### src/rtl/seq_hit_monitor.sv
// Window hit monitor for the 1010 sequence-detector output: windowed hit count, sticky alarm,
// saturating lifetime total. Optional min-gap tracking under `SEQ_HIT_MIN_GAP_EN`.
module seq_hit_monitor #(
  parameter int unsigned CNT_W   = 8,
  parameter int unsigned WIN_LEN = 16,
  parameter int unsigned THRESH  = 3
) (
  input  logic             clk,
  input  logic             rst,
  input  logic             bit_vld,
  input  logic             hit,
  input  logic             clr,
  output logic             alarm,
  output logic             win_done,
  output logic [CNT_W-1:0] win_count,
  output logic [15:0]      total_hits,
  output logic             busy
`ifdef SEQ_HIT_MIN_GAP_EN
  ,
  output logic [CNT_W-1:0] min_gap
`endif
);

  typedef enum logic [1:0] {
    StIdle  = 2'b00,
    StCount = 2'b01,
    StAlarm = 2'b10
  } state_e;

  state_e           state_q;
  logic [CNT_W-1:0] timer_q, hit_cnt_q;
  logic [CNT_W-1:0] timer_inc, hit_inc;
  logic             sample_hit;

  always_comb begin
    timer_inc  = timer_q + 1'b1;
    hit_inc    = hit_cnt_q + CNT_W'(hit);
    sample_hit = bit_vld & hit;
  end

  always_ff @(posedge clk) begin
    if (rst) begin
      state_q    <= StIdle;
      timer_q    <= '0;
      hit_cnt_q  <= '0;
      alarm      <= 1'b0;
      win_done   <= 1'b0;
      win_count  <= '0;
      total_hits <= '0;
      busy       <= 1'b0;
    end else begin
      win_done <= 1'b0;
      if (sample_hit && (total_hits != 16'hFFFF)) begin
        total_hits <= total_hits + 16'd1;
      end
      if (clr) begin
        state_q   <= StIdle;
        timer_q   <= '0;
        hit_cnt_q <= '0;
        alarm     <= 1'b0;
        busy      <= 1'b0;
      end else begin
        case (state_q)
          StIdle: begin
            if (sample_hit) begin
              state_q   <= StCount;
              timer_q   <= CNT_W'(1);
              hit_cnt_q <= CNT_W'(1);
              busy      <= 1'b1;
            end
          end
          StCount: begin
            if (bit_vld) begin
              // Threshold is checked first so a hit on the last sample alarms without win_done.
              if (hit_inc == CNT_W'(THRESH)) begin
                state_q   <= StAlarm;
                alarm     <= 1'b1;
                win_count <= CNT_W'(THRESH);
                busy      <= 1'b0;
                timer_q   <= '0;
                hit_cnt_q <= '0;
              end else if (timer_inc == CNT_W'(WIN_LEN)) begin
                state_q   <= StIdle;
                win_done  <= 1'b1;
                win_count <= hit_inc;
                busy      <= 1'b0;
                timer_q   <= '0;
                hit_cnt_q <= '0;
              end else begin
                timer_q   <= timer_inc;
                hit_cnt_q <= hit_inc;
              end
            end
          end
          StAlarm: begin
            alarm <= 1'b1;
            busy  <= 1'b0;
          end
          default: begin
            state_q   <= StIdle;
            timer_q   <= '0;
            hit_cnt_q <= '0;
            alarm     <= 1'b0;
            busy      <= 1'b0;
          end
        endcase
      end
    end
  end

`ifdef SEQ_HIT_MIN_GAP_EN
  logic [CNT_W-1:0] gap_q, gap_inc;
  logic             armed_q;

  // gap_inc is the distance in samples from the previous hit to the current sample.
  always_comb begin
    gap_inc = (&gap_q) ? gap_q : gap_q + 1'b1;
  end

  always_ff @(posedge clk) begin
    if (rst) begin
      gap_q   <= '0;
      armed_q <= 1'b0;
      min_gap <= '1;
    end else if (bit_vld) begin
      if (hit) begin
        if (armed_q && (gap_inc < min_gap)) begin
          min_gap <= gap_inc;
        end
        gap_q   <= '0;
        armed_q <= 1'b1;
      end else begin
        gap_q <= gap_inc;
      end
    end
  end
`endif

endmodule

### config.mk
export PLATFORM = sky130hd
export DESIGN_NAME = seq_hit_monitor
export DESIGN_NICKNAME = d
export VERILOG_FILES = /design/src/rtl/seq_hit_monitor.sv
export SDC_FILE = /design/constraint.sdc
export NUM_CORES = 1
export LEC_CHECK = 0
export ABC_AREA = 1
export CORE_MARGIN = 8
export CORE_UTILIZATION = 45
export DETAILED_ROUTE_END_ITERATION = 12
export HOLD_SLACK_MARGIN = 0.03
export PLACE_DENSITY_LB_ADDON = 0.2
export SLEW_MARGIN = 15
export SYNTH_ARGS = -nofsm -noshare
export SYNTH_HDL_FRONTEND = slang
export SYNTH_SLANG_ARGS = --single-unit
### constraint.sdc
create_clock -name clk -period 2.3 [get_ports clk]
set_input_delay 0.345 -clock clk [delete_from_list [all_inputs] [get_ports clk]]
set_output_delay 0.345 -clock clk [all_outputs]
set_load 0.01 [all_outputs]
; Word-level counts from Yosys, hierarchy flattened
; Cells that the tools add are included.
[word_totals]
regBits = 45
latch_bits = 0
mem_bits_rw = 0
romBits = 0
output_inout_bits = 27
memories = 0
[classes]
n_addsub = 3
multipliers = 0
div = 0
n_lt_le_gt_ge = 0
eq_ne = 9
shift = 0
muxes = 25
bitwise = 6
reduce_logical = 10
[ops]
columns = cell, count
row1 = $mux 8, 9
row2 = $pmux 8 s3, 2
row3 = $add 16x1->16 const B, 1
row4 = $ne 16x16->1 const B, 1
row5 = $reduce_and 3->1, 3
row6 = $add 8x1->8, 1
row7 = $add 8x1->8 const B, 1
row8 = $eq 8x2->1 const B, 1
row9 = $eq 8x5->1 const B, 1
row10 = $mux 2, 4
row11 = $reduce_and 4->1, 2
row12 = $mux 1, 7
row13 = $ne 2x2->1 const B, 3
row14 = $pmux 2 s3, 1
row15 = $not 1->1, 5
row16 = $reduce_or 5->1, 1
row17 = $ne 3x3->1 const B, 1
row18 = $pmux 1 s3, 1
row19 = $eq 2x1->1 const B, 1
row20 = $eq 2x2->1 const B, 1
row21 = $logic_not 2->1, 1
row22 = $pmux 1 s2, 1
row23 = $reduce_bool 2->1, 1
row24 = $reduce_or 2->1, 1
row25 = 2 further kinds, 2

; Depth between registers and ports, before layout
[logic_depth]
word_depth = 6
ltp_mapped = 15
ltp_nobuf = 14

; Worst setup path before layout
; OpenSTA, ideal clock, no wires.
[synth_path]
kind = input -> register
startpoint = in hit
endpoint = reg win_count[5]
arrival_ns = 1.655
slack_ns = 0.533
path_stages = 11
n_path_buf = 1
cell_sequence = ha_1 ha_1 xnor2_1 nand3_1 nor2_2 nand3_4 nand2_4 nand2_4 buf_6 nor2_1 nor2_1
[synth_between]
elab_chain_len = 4
word_cells_on_any_way = 6
[synth_lines]
columns = item, line
row1 = from (decl), 11  ; input logic hit,
row2 = $add 8x1->8 *, 37  ; hit_inc = hit_cnt_q + CNT_W'(hit);
row3 = $eq 8x2->1, 75  ; if (hit_inc == CNT_W'(THRESH)) begin
row4 = $reduce_bool 2->1 (no source line), -
row5 = $reduce_and 4->1 (no source line), -
row6 = to (signal assigned), 78  ; win_count <= CNT_W'(THRESH);
row7 = to (signal assigned), 85  ; win_count <= hit_inc;
row8 = to (decl), 15  ; output logic [CNT_W-1:0] win_count,
; Every way passes the cells marked *; elsewhere a longest branch is shown, timed or not. The select of a mux whose other input is x is not followed.
; A chain may end at the register's enable or synchronous reset.

; Worst setup path in the final report
[layout_path]
startpoint = in hit
endpoint = reg timer_q[1]
[layout_between]
elab_chain_len = 5
word_cells_on_any_way = 8
[layout_lines]
columns = item, line
row1 = $add 8x1->8, 37
row2 = $eq 8x2->1, 75
row3 = $mux 8, 75
row4 = $mux 8, 73  ; if (bit_vld) begin
row5 = $pmux 8 s3, 63  ; case (state_q)
row6 = to (signal assigned), 90  ; timer_q <= timer_inc;
row7 = to (decl), 31  ; logic [CNT_W-1:0] timer_q, hit_cnt_q;
; Parallel ways exist; a longest one is shown, timed or not. The select of a mux whose other input is x is not followed.

==> impl_metrics.tcl <==
set metrics [dict create \
    r2r-end "timer_q[1]$_SDFFE_PP0P_" \
    cp-start-kind "primary input" \
    synth_xor_area_frac 0.0214 \
    synth_compound_area_frac 0.112 \
    synth-edff-count 0 \
    ys_seq_area_frac 0.368 \
    numCtsBuffers 5 \
    critPathRequiredTime_ns 2.49 \
    synthTopCellsByArea "dfxtp_1, nand2_1, inv_1" \
    min_period_over_period 0.895 \
    seqCellArea_um2 901 \
    routed_wirelength_um 5960 \
    insertedDiodeCount 0 \
    wl_per_cell_um 12.2 \
    dp_slack_ns -0.0624 \
    fin_crit_ns 2.06 \
    grt_usage 0.153 \
    cts_max_path_buffers 2 \
    fin_area_um2 3090 \
    timing.hold.ws_ns 0.480 \
    cts-root-buf "clkbuf_8" \
    detail-route-antenna-nets 0 \
    drv_slew 0 \
    cts_num_sinks 45 \
    coreArea_um2 5370 \
    dr_total_vias 2413 \
    synthAdderAreaFrac 0.0408 \
    grt_overflow_total 0 \
    hold_buffers 0 \
    syn2layout_area_growth_pct 25.9 \
    synth_top_family_by_area "simple AND/OR/NAND/NOR gates" \
    path_class "primary input to flop" \
    ys.flop_type "dfxtp_1" \
    async_reset_ff_frac 0 \
    htree_levels 2 \
    cap_violations 0 \
    grt_first_pass_wirelength_um 10400 \
    gp_congestion 0.877 \
    cts_setup_buffers 0 \
    finalSetupTns_ns 0 \
    final-instance-count-excl-fill 489 \
    post_dp_cell_area_um2 2970 \
    die_w_um 89.8 \
    outcome "complete, no violations" \
    final_core_util 0.574 \
    grt_max_degree 17 \
    clock_skew_ns 0.00807 \
    report.final.hold_viol_count 0 \
    synth.top_cell.area_share 0.368 \
    tightest_slew_ns 0.365 \
    clk_pin_slew_ns 0.08 \
    layout_setup_ws_ns 0.242 \
    critPathMaxFanout 6 \
    min_to "timer_q[6]$_SDFFE_PP0P_" \
    grt_pass1_vias 2349 \
    synth_warnings 0 \
    port_buffers 31 \
    min-delay-start "timer_q[6]$_SDFFE_PP0P_" \
    max_slew_margin 0.755 \
    cts_tree "built" \
    r2r-start "timer_q[0]$_SDFFE_PP0P_" \
    r2r_cells 10 \
    layout.nets 429 \
    dr.pass1.iters 4 \
    antenna_found_initial 0 \
    multi_input_area_um2 1320 \
    rows 27 \
    post-synth-top-area-cell "dfxtp_1" \
    fillCellCount 505 \
    ioPinCount 32 \
    ys_ff_latch 45 \
    grt_setup_unrepaired "no" \
    initial_core_util 0.456 \
    power_density_nw_per_um2 496 \
    drive_above_1_share 0.110 \
    avgSynthCellArea_um2 6.73 \
    p_leak_nw 1.19 \
    finalSetupViolations 0 \
    yosys.cell_types.count 30 \
    drc_errors 0 \
    peakVddDrop_mv 0.364 \
    synthesis.area_um2 2450 \
    syn_nets 377 \
    yosys-mux-area-fraction 0 \
    end_kind "flop" \
    fmax_mhz 486 \
    insertion_delay_ns 0.30 \
    cp.arrival_ns 2.25 \
    synthCells 364 \
    die_area_um2 8060 \
    dp.cells 481 \
    die_h_um 89.8 \
    hold_class "flop to flop" \
    min_path_cells 2 \
    drt_iter0_markers 91 \
    power_mw 1.53 \
    vias_per_cell 4.93 \
    timing.reg2reg.setup_slack_ns 0.36 \
    post-dp-hpwl_um 4580 \
    yosys.area_share.simple 0.362 \
    postCtsResizedCells 0 \
]
==> cell type report <==
| class | count | area share |
|---|---|---|
| multi-input combinational | 260 | 0.426 |
| sequential | 45 | 0.292 |
| timing repair buffer | 52 | 0.152 |
| inverter | 52 | 0.0633 |
| tap | 72 | 0.0292 |
| clock buffer | 7 | 0.0280 |
| clock inverter | 1 | 0.00973 |
==> synthesized netlist by cell type, drive strengths merged, types with 3 or more instances <==
library cell  count
ha                8
clkbuf            4
dfxtp            45
nand4             8
nor2             50
buf               3
nand2            92
nor3              9
xnor2             3
o21ai            15
inv              49
xor2              3
a21oi            33
clkinv            3
nand3            30
==> how the worst max path moves through the flow <==
stage / from / to / slack, ns / depth (start not counted)
3_5_place_dp: hit / state_q[0]$_SDFFE_PP0P_ / -0.06 / 14
5_1_grt: hit / timer_q[4]$_SDFFE_PP0P_ / 0.04 / 14
3_3_place_gp: hit / win_count[4]$_SDFFE_PP0P_ / -0.07 / 11
4_1_cts: hit / timer_q[1]$_SDFFE_PP0P_ / 0.24 / 11
2_1_floorplan: hit / win_count[5]$_SDFFE_PP0P_ / 0.53 / 11
6_report: hit / timer_q[1]$_SDFFE_PP0P_ / 0.24 / 11
==> logic make-up after synthesis <==
| group | Yosys count |
|---|---|
| AOI/OAI and AO/OA | 52 |
| xor gates and xnor gates | 6 |
| adders and majority gates | 8 |
| buffers and inverters | 59 |
| DFF | 45 |
| and+or+nand+nor | 194 |
==> metal layers <==
| metal | global-route usage | wire (um) |
|---|---|---|
| met1 | 0.179 | 2710 |
| met5 | 0 | 0 |
| met4 | 0.0578 | 102 |
| met2 | 0.260 | 2880 |
| met3 | 0.0424 | 274 |
==> placed cells by master (no fill, tap or decap), drive strengths merged <==
cell	instances
nand2	92
nor2	50
inv	49
dfxtp	45
a21oi	33
clkdlybuf4s50	31
nand3	30
buf	21
o21ai	15
nor3	9
nand4	8
ha	8
clkbuf	7
xnor2	3
xor2	3
clkinv	3
nand3b	2
a211oi	2
nor4	2
o21bai	2
nor3b	1
bufinv	1
==> flip-flops by register name (all words and copies together), names as in the netlist <==
name / count
hit_cnt_q: 8
win_count: 8
alarm: 1
timer_q: 8
total_hits: 16
busy: 1
state_q: 2
win_done: 1
==> critical path, cell delays in order <==
cell and delay, ns:
clkdlybuf4s50_1 0.42, ha_1 0.21, ha_1 0.22, xnor2_1 0.22
nand3_1 0.11, nor2_2 0.15, nand3_4 0.11, nand3_1 0.21
inv_1 0.12, nand2_1 0.08, a21oi_1 0.05
==> report_power, final <==
group | switching (mW) | internal, mW | total, mW
combinational | 0.0677 | 0.0425 | 0.110
sequential | 0.00688 | 0.784 | 0.791
clock | 0.275 | 0.355 | 0.630
total | 0.350 | 1.18 | 1.53
No activity file was read; power rests on OpenSTA's default activity.
